File: src/rtl/intf_pkg.sv
// Shared definitions for the line-to-frame demultiplexer: framing state
// encoding, error counter width and legal DEMUX range.
package intf_pkg;

    localparam logic [1:0] ST_HUNT = 2'd0;
    localparam logic [1:0] ST_PRE  = 2'd1;
    localparam logic [1:0] ST_SYNC = 2'd2;

    typedef enum logic [1:0] {
        S_HUNT = ST_HUNT,
        S_PRE  = ST_PRE,
        S_SYNC = ST_SYNC
    } state_e;

    localparam int ERRW      = 16;
    localparam int DEMUX_MIN = 2;
    localparam int DEMUX_MAX = 16;

endpackage

File: src/rtl/intf_demux_sync_if.sv
// Receive-side bus of the demultiplexer: line words in, assembled frames out.
// ovld is a one-cycle strobe with no backpressure: odat is valid only in the cycle ovld is high.
interface intf_demux_sync_if #(
    parameter int LINEBIT = 12,
    parameter int DEMUX   = 6
);

    localparam int DATABIT = DEMUX * LINEBIT;

    logic [LINEBIT-1:0]          idat;
    logic                        isyn;
    logic                        iclrerr;
    logic [DATABIT-1:0]          odat;
    logic                        ovld;
    logic                        olock;
    logic                        oslip;
    logic [intf_pkg::ERRW-1:0]   oerrcnt;

    modport master (
        output idat, isyn, iclrerr,
        input  odat, ovld, olock, oslip, oerrcnt
    );

    modport slave (
        input  idat, isyn, iclrerr,
        output odat, ovld, olock, oslip, oerrcnt
    );

endinterface

File: src/rtl/intf_sync_fsm.sv
// Framing state machine: hunt/presync/sync with a flywheel, slip detection
// and a saturating sync error counter.
module intf_sync_fsm
    import intf_pkg::*;
#(
    parameter int CNTW    = 4,
    parameter int LOCKCNT = 2,
    parameter int LOSSCNT = 3
) (
    input  logic            iclk,
    input  logic            rst,
    input  logic            isyn_i,
    input  logic [CNTW-1:0] cntph_i,
    input  logic            iclrerr_i,
    output state_e          state_o,
    output logic            lock_o,
    output logic            slip_o,
    output logic [ERRW-1:0] errcnt_o
);

    localparam logic [2:0] LOCK_N = 3'(LOCKCNT);
    localparam logic [2:0] LOSS_N = 3'(LOSSCNT);

    state_e          state_q;
    logic [2:0]      good_q;
    logic [2:0]      bad_q;
    logic            lock_q;
    logic            slip_q;
    logic [ERRW-1:0] errcnt_q;

    logic boundary, good_syn, miss_syn, mis_syn, err_evt;

    always_comb begin
        boundary = (cntph_i == '0);
        good_syn = isyn_i && boundary;
        miss_syn = !isyn_i && boundary;
        mis_syn  = isyn_i && !boundary;
        err_evt  = (state_q == S_SYNC) && (miss_syn || mis_syn);
    end

    always_ff @(posedge iclk or posedge rst) begin
        if (rst) begin
            state_q  <= S_HUNT;
            good_q   <= '0;
            bad_q    <= '0;
            lock_q   <= 1'b0;
            slip_q   <= 1'b0;
            errcnt_q <= '0;
        end else begin
            slip_q <= 1'b0;
            case (state_q)
                S_HUNT: begin
                    if (isyn_i) begin
                        good_q <= 3'd1;
                        bad_q  <= '0;
                        if (LOCKCNT == 1) begin
                            state_q <= S_SYNC;
                            lock_q  <= 1'b1;
                        end else begin
                            state_q <= S_PRE;
                        end
                    end
                end
                S_PRE: begin
                    if (good_syn) begin
                        good_q <= good_q + 3'd1;
                        if (good_q + 3'd1 == LOCK_N) begin
                            state_q <= S_SYNC;
                            lock_q  <= 1'b1;
                            bad_q   <= '0;
                        end
                    end else if (mis_syn) begin
                        good_q <= 3'd1;
                        slip_q <= 1'b1;
                    end else if (miss_syn) begin
                        state_q <= S_HUNT;
                        good_q  <= '0;
                    end
                end
                S_SYNC: begin
                    if (good_syn) begin
                        bad_q <= '0;
                    end else if (miss_syn || mis_syn) begin
                        slip_q <= mis_syn;
                        // Flywheel: only LOSSCNT consecutive bad boundaries drop the lock.
                        if (bad_q + 3'd1 == LOSS_N) begin
                            state_q <= S_HUNT;
                            lock_q  <= 1'b0;
                            bad_q   <= '0;
                            good_q  <= '0;
                        end else begin
                            bad_q <= bad_q + 3'd1;
                        end
                    end
                end
                default: begin
                    state_q <= S_HUNT;
                    lock_q  <= 1'b0;
                end
            endcase

            if (iclrerr_i) begin
                errcnt_q <= '0;
            end else if (err_evt && (errcnt_q != '1)) begin
                errcnt_q <= errcnt_q + ERRW'(1);
            end
        end
    end

    assign state_o  = state_q;
    assign lock_o   = lock_q;
    assign slip_o   = slip_q;
    assign errcnt_o = errcnt_q;

endmodule

File: src/rtl/intf_demux_sync.sv
// Line-to-parallel demultiplexer: gathers DEMUX line words into one frame,
// aligned by the sync strobe and gated by the framing state machine.
module intf_demux_sync
    import intf_pkg::*;
#(
    parameter int LINEBIT = 12,
    parameter int DEMUX   = 6,
    parameter int CNTW    = 4,
    parameter int LOCKCNT = 2,
    parameter int LOSSCNT = 3,
    parameter int ORDER   = 0,
    parameter int DATABIT = DEMUX * LINEBIT
) (
    input logic              iclk,
    input logic              rst,
    intf_demux_sync_if.slave bus
);

    localparam logic [CNTW-1:0] PH_LAST = CNTW'(DEMUX - 1);

    logic [CNTW-1:0]            cntph_q, cntph_d;
    logic [DATABIT-LINEBIT-1:0] shf_q;
    logic [DATABIT-1:0]         dacap, frame_w, odat_q;
    logic                       ovld_q, latch_en;

    state_e          fsm_state;
    logic            fsm_lock, fsm_slip;
    logic [ERRW-1:0] fsm_errcnt;

    always_comb begin
        cntph_d = cntph_q + CNTW'(1);
        if (bus.isyn) begin
            cntph_d = CNTW'(1);
        end else if (cntph_q == PH_LAST) begin
            cntph_d = '0;
        end
    end

    // Oldest word sits in the MSBs, the word arriving this cycle in the LSBs.
    assign dacap = {shf_q, bus.idat};

    always_comb begin
        frame_w = dacap;
        if (ORDER != 0) begin
            for (int k = 0; k < DEMUX; k++) begin
                frame_w[k*LINEBIT +: LINEBIT] = dacap[(DEMUX-1-k)*LINEBIT +: LINEBIT];
            end
        end
    end

    // A sync on the last phase cuts the frame short, so it never latches.
    assign latch_en = (fsm_state == S_SYNC) && (cntph_q == PH_LAST) && !bus.isyn;

    always_ff @(posedge iclk or posedge rst) begin
        if (rst) begin
            cntph_q <= '0;
            shf_q   <= '0;
            odat_q  <= '0;
            ovld_q  <= 1'b0;
        end else begin
            cntph_q <= cntph_d;
            shf_q   <= dacap[DATABIT-LINEBIT-1:0];
            ovld_q  <= latch_en;
            if (latch_en) begin
                odat_q <= frame_w;
            end
        end
    end

    intf_sync_fsm #(
        .CNTW    (CNTW),
        .LOCKCNT (LOCKCNT),
        .LOSSCNT (LOSSCNT)
    ) u_fsm (
        .iclk      (iclk),
        .rst       (rst),
        .isyn_i    (bus.isyn),
        .cntph_i   (cntph_q),
        .iclrerr_i (bus.iclrerr),
        .state_o   (fsm_state),
        .lock_o    (fsm_lock),
        .slip_o    (fsm_slip),
        .errcnt_o  (fsm_errcnt)
    );

    assign bus.odat    = odat_q;
    assign bus.ovld    = ovld_q;
    assign bus.olock   = fsm_lock;
    assign bus.oslip   = fsm_slip;
    assign bus.oerrcnt = fsm_errcnt;

endmodule

File: src/flat_wrapper.sv
// flat-port wrapper written by rule: the top's interface ports become plain ports
module intf_demux_sync_flat import intf_pkg::*;
#(
    parameter int LINEBIT = 12,
    parameter int DEMUX   = 6,
    parameter int CNTW    = 4,
    parameter int LOCKCNT = 2,
    parameter int LOSSCNT = 3,
    parameter int ORDER   = 0,
    parameter int DATABIT = DEMUX * LINEBIT
)
  (iclk, rst, bus_idat, bus_isyn, bus_iclrerr, bus_odat, bus_ovld, bus_olock, bus_oslip, bus_oerrcnt);
  intf_demux_sync_if #(.LINEBIT(LINEBIT), .DEMUX(DEMUX)) bus_i ();
  input logic iclk;
  input logic rst;
  input wire logic [$bits(bus_i.idat)-1:0] bus_idat;
  input wire logic [$bits(bus_i.isyn)-1:0] bus_isyn;
  input wire logic [$bits(bus_i.iclrerr)-1:0] bus_iclrerr;
  output wire logic [$bits(bus_i.odat)-1:0] bus_odat;
  output wire logic [$bits(bus_i.ovld)-1:0] bus_ovld;
  output wire logic [$bits(bus_i.olock)-1:0] bus_olock;
  output wire logic [$bits(bus_i.oslip)-1:0] bus_oslip;
  output wire logic [$bits(bus_i.oerrcnt)-1:0] bus_oerrcnt;
  assign bus_i.idat = bus_idat;
  assign bus_i.isyn = bus_isyn;
  assign bus_i.iclrerr = bus_iclrerr;
  assign bus_odat = bus_i.odat;
  assign bus_ovld = bus_i.ovld;
  assign bus_olock = bus_i.olock;
  assign bus_oslip = bus_i.oslip;
  assign bus_oerrcnt = bus_i.oerrcnt;
  intf_demux_sync #(.LINEBIT(LINEBIT), .DEMUX(DEMUX), .CNTW(CNTW), .LOCKCNT(LOCKCNT), .LOSSCNT(LOSSCNT), .ORDER(ORDER), .DATABIT(DATABIT)) u_core (.iclk(iclk), .rst(rst), .bus(bus_i));
endmodule
File: config.mk
export PLATFORM = sky130hd
export DESIGN_NAME = intf_demux_sync_flat
export DESIGN_NICKNAME = d
export VERILOG_FILES = /design/src/rtl/intf_pkg.sv /design/src/rtl/intf_demux_sync_if.sv /design/src/rtl/intf_sync_fsm.sv /design/src/rtl/intf_demux_sync.sv /design/src/flat_wrapper.sv
export SDC_FILE = /design/constraint.sdc
export NUM_CORES = 1
export LEC_CHECK = 0
export BUFFER_PORTS_ARGS = -buffer_cell sky130_fd_sc_hd__buf_2
export CAP_MARGIN = 5
export CORE_UTILIZATION = 60
export CTS_CLUSTER_SIZE = 16
export DETAILED_ROUTE_END_ITERATION = 12
export PLACE_DENSITY = 0.85
export SYNTH_ARGS = -nofsm -noshare
export SYNTH_HDL_FRONTEND = slang
export SYNTH_SLANG_ARGS = --single-unit
File: constraint.sdc
create_clock -name iclk -period 10.8 [get_ports iclk]
set_input_delay 2.16 -clock iclk [delete_from_list [all_inputs] [get_ports iclk]]
set_output_delay 2.16 -clock iclk [all_outputs]
set_load 0.02 [all_outputs]
---- Word-level counts from Yosys, hierarchy flattened ----
Cells that the tools add are included.
word-level totals
  logic and storage cells ................. 89
  register bits ........................... 163
cells by class
  multiplexer cells ....................... 39
  reductions and logical operators ........ 18
  eq/ne operators ......................... 17
  bitwise logic cells ..................... 1
  add/sub/neg operators ................... 4
operators by type and width
  cell                   number
  $mux 3                 13
  $mux 16                2
  $pmux 3 s3             2
  $add 16x1->16 const B  1
  $mux 2                 8
  $ne 16x16->1 const B   1
  $ne 2x2->1 const B     6
  $ne 3x3->1 const B     4
  $reduce_and 6->1       2
  $mux 1                 9
  $mux 4                 2
  $logic_and 1x1->1      7
  $reduce_and 7->1       1
  $add 3x1->3 const B    2
  $eq 3x2->1 const B     2
  $pmux 2 s3             1
  $reduce_and 5->1       1
  $add 4x1->4 const B    1
  $eq 4x3->1 const B     1
  $logic_not 4->1        1
  $ne 4x4->1 const B     1
  $pmux 1 s3             1
  $reduce_bool 3->1      1
  $eq 2x1->1 const B     1
  other kinds (7)        8

---- Logic depth before layout (Yosys ltp) ----
  word-level depth ........................ 8
  mapped depth ............................ 10
  mapped depth without buffers ............ 9

---- By module ----
From an unflattened synthesis, not the netlist that was laid out.
second synthesis, totals
  cells, all modules ...................... 410
  area total of the unflattened synthesis .. 6204.7 um^2
modules (own cells, without submodules)
  module           seq. area each (um^2)  instances  area each (um^2)  cells an instance
  intf_demux_sync  3428.3                 1          4463.0            234
  intf_sync_fsm    650.6                  1          1741.7            176

---- Least setup slack after synthesis ----
Ideal clock, no wire load.
  path kind ............................... input port to flip-flop
  from .................................... input bus_isyn
  to ...................................... register u_core.u_fsm.state_q[0] (netlist: u_core.u_fsm.state_o[0])
  arrival ................................. 3.533 ns
  library setup time ...................... 0.124 ns
  setup slack ............................. 7.143 ns
  required time ........................... 10.676 ns
  stages .................................. 6
  path through ............................ inv_1 ha_1 inv_1 o41ai_2 o21ai_0 a2bb2oi_1
on the way
  cells in the longest elaborated chain, start to end .. 5
  elaborated cells between the ends (all ways) .. 14
  classes of those cells .................. eq/ne: 6; mux: 2; reduce/logical: 6
RTL lines
  element                     RTL line             source
  from (decl)                 flat_wrapper.sv:17   input wire logic [$bits(bus_i.isyn)-1:0] bus_isyn;
  $logic_not 1->1             intf_sync_fsm.sv:36  miss_syn = !isyn_i && boundary;
  $logic_and 1x1->1           intf_sync_fsm.sv:36
  $logic_or 1x1->1            intf_sync_fsm.sv:83  end else if (miss_syn || mis_syn) begin
  $ne 2x2->1 (no line)        -
  $reduce_and 7->1 (no line)  -
  to (signal assigned)        intf_sync_fsm.sv:43  state_q <= S_HUNT;
  to (signal assigned)        intf_sync_fsm.sv:87  state_q <= S_HUNT;
  to (signal assigned)        intf_sync_fsm.sv:97  state_q <= S_HUNT;
  to (decl)                   intf_sync_fsm.sv:24  state_e state_q;
Several ways; a longest one is shown, not always the timed one.
A chain may end at the register's enable or synchronous reset.

---- Worst setup path in the final report ----
Same ends and word-level chain as after synthesis.

==> summary.txt <==
crit path kind - primary input to flip-flop
die extent in x - 103 µm
most common cell after layout, fill and taps aside - dfrtp_1
post_cts resized - 0
drt via density - 5.58
synth unique cells - 47
Final setup violation count - 0
Post-route DRC - 0
Top FF cell, synth - dfrtp_1
Initial DRC Count - 153
Clock H-tree levels - 4
clk slew on worst S/H paths - 0.07 ns
Area growth syn-to-layout - 19.7%
Routed WL per cell - 17.9 µm
Antenna Cells - 0
CTS Buf Count - 17
Initial Utilization - 62.6%
clk buf depth - 2
Cells after DPL - 650
outcome - completed
Core Util, Final - 74.9%
Final Hold Violating Endpoints - 0
Power Density - 222 nW/µm²
vias in the first global route - 3928
power share of the sequential group - 44.6%
Critical Path Fanout Max - 10
Sw Pwr - 0.489 mW
dpl cell area - 6810 µm²
Detailed Route WL - 12200 µm
Layout Nets - 570
Internal - 1.15 mW
commonest non-fill, non-tap cells in the layout - dfrtp_1 (163), buf_2 (106), mux2_2 (78)
FFs w/ async S/R, synth - 100%
Worst Setup Start Kind - primary input
core box area - 9860 µm²
critical path capture point type - flip-flop
DP Worst Slack - 6.55 ns
TNS Setup - 0 ns
row count - 36
Yosys warning count - 0
Comb pwr share - 19.3%
PnR worst setup slack - 7.01 ns
leakage power - 3.82 nW
hold buffer count at CTS - 0
number of synthesized flops with an enable pin - 0
min cycle time layout - 3.79 ns
Net Count, Synth - 460
Post-DP HPWL - 7780 µm
Clock Skews - 0.00880 ns
worst slew pin tran - 1.01 ns
IO Port Bufs - 106
root buffer selected by CTS - clkbuf_8
DRT antenna net count - 0
Ports - 107
Via Count - 3805
cell area after synthesis - 6170 µm²
first-pass GRT wire length - 19600 µm
postcts setup bufs - 0
CP Data Required Time - 11.22 ns
initial antenna violation count - 0
Gate Count Post-Synth - 426
flops & latches, synth - 163
Rel. slew slack - 32.4%
Clock Latency Late Sink - 0.53 ns
fraction of layout cells with a size suffix above 1 - 41.0%
post-route cell area - 7390 µm²
final worst-path cycle share - 35.1%
CTS tree - done
WP data arrival - 4.21 ns
RSZ-0062 raised after global routing - false
worst-case vdd ir drop - 0.000140 V
Die Y - 103 µm
Pins Over Slew Limit - 0
largest net degree at the start of global routing - 85
Seq/Total Area, Yosys - 66.1%
Clock Power Share - 36.1%
final RePlAce weighted congestion - 0.897
Synth Area per Inst - 14.5 µm²
FMAX - 264 MHz
post-route insts no fill - 682
max cap viols - 0
Die Area - 10700 µm²
GRT Total Usage - 24.9%
worst hold-check path type - flip-flop to flip-flop
Switching Fraction - 29.9%
CTS sink cnt - 163
Pre-antenna DRT Iters - 4
GR Overflow Total - 0
[cell families (layout without fill, tap and decap cells)]
family / count (synthesis) / count (layout) / synth area share, %
AO/OA/AOI/OAI: 50 / 50 / 5.23
XOR/XNOR: 2 / 2 / 0.284
adder cells (fa/ha/maj): 18 / 18 / 3.65
buffers and inverters: 33 / 156 / 2.33
flip-flops: 163 / 163 / 66.1
multiplexers: 79 / 79 / 14.4
AND/OR/NAND/NOR: 81 / 81 / 8.01
[layout make-up]
| cell class | instances | area (µm²) |
|---|---|---|
| clock inverter | 12 | 145 |
| multi-input combinational | 230 | 1950 |
| inverter | 17 | 68.8 |
| timing repair buffer | 107 | 538 |
| sequential | 163 | 4080 |
| fill | 623 | 2480 |
| tap | 133 | 166 |
| clock buffer | 20 | 435 |
[registers in the layout (all words and copies together), names as in the netlist]
| name | count |
|---|---|
| u_core.u_fsm.bad_q | 3 |
| u_core.u_fsm.state_o | 2 |
| u_core.u_fsm.good_q | 3 |
| u_core.u_fsm.errcnt_o | 16 |
| u_core.u_fsm.slip_o | 1 |
| u_core.cntph_q | 4 |
| u_core.u_fsm.lock_o | 1 |
| u_core.bus.odat | 72 |
| u_core.shf_q | 60 |
| u_core.bus.ovld | 1 |
[worst paths after layout]
check / start / end / slack (ns) / cells past startpoint
max reg2reg: u_core.cntph_q[0] / u_core.u_fsm.state_o[0] / 8.17 / 8
max: bus_isyn / u_core.u_fsm.state_o[0] / 7.01 / 7
min reg2reg: u_core.shf_q[26] / u_core.shf_q[38] / 0.37 / 0
min in group asynchronous: rst / u_core.shf_q[2] / 1.75 / 2
min: u_core.shf_q[26] / u_core.shf_q[38] / 0.37 / 0
max in group asynchronous: rst / u_core.bus.odat[33] / 7.58 / 3
[critical path, stage by stage]
cell and delay, ns:
buf_2 0.19, inv_1 0.12, ha_1 0.39, inv_1 0.09, o41ai_2 0.85, o21ai_0 0.22, a2bb2oi_1 0.18
[power by group through the flow]
stage,Combinational (mW),Sequential [mW],Clock (mW)
after global routing,0.343,0.741,0.623
after CTS,0.319,0.731,0.598
after detailed placement,0.312,0.740,0
after global placement,0.300,0.732,0
final,0.317,0.730,0.591
after floorplan,0.144,0.801,0
[stage by stage]
| stage | total power [mW] | hold slack (ns) |
|---|---|---|
| 3_5_place_dp | 1.05 | 0.356 |
| 4_1_cts | 1.65 | 0.372 |
| 5_1_grt | 1.71 | 0.380 |
| 3_3_place_gp | 1.03 | 0.352 |
| 6_report | 1.64 | 0.370 |
| 2_1_floorplan | 0.945 | 0.349 |
[synthesized netlist by cell type, drive strengths merged (2+ instances only)]
| cell type | instances | area share [%] |
|---|---|---|
| and3 | 3 | 0.30 |
| nor4 | 3 | 0.55 |
| nor2b | 8 | 0.81 |
| clkbuf | 5 | 0.32 |
| xor2 | 2 | 0.28 |
| a31oi | 7 | 0.71 |
| nand3 | 6 | 0.49 |
| dfrtp | 163 | 66 |
| ha | 18 | 3.6 |
| o2bb2ai | 2 | 0.28 |
| nor3b | 2 | 0.24 |
| nand2 | 14 | 0.85 |
| mux2 | 78 | 14 |
| nor3 | 7 | 0.57 |
| or4 | 6 | 0.75 |
| o31ai | 8 | 0.97 |
| or3 | 5 | 0.61 |
| a21oi | 16 | 1.3 |
| nand4 | 4 | 0.65 |
| o21ai | 8 | 0.65 |
| buf | 11 | 0.97 |
| nor2 | 13 | 0.79 |
| nand3b | 2 | 0.24 |
| nor4b | 3 | 0.53 |
| inv | 17 | 1.0 |
| nand2b | 2 | 0.20 |
[per-layer routing]
metal | routed length [µm] | GRT usage (%) | vias to the layer above
met5 | 0 | 0 | -
met4 | 289 | 11.5 | 0
met3 | 452 | 6.05 | 23
met2 | 6410 | 42.4 | 95
met1 | 5040 | 30.2 | 1952
li1 | - | - | 1735
No activity file was read; power rests on OpenSTA's default activity.
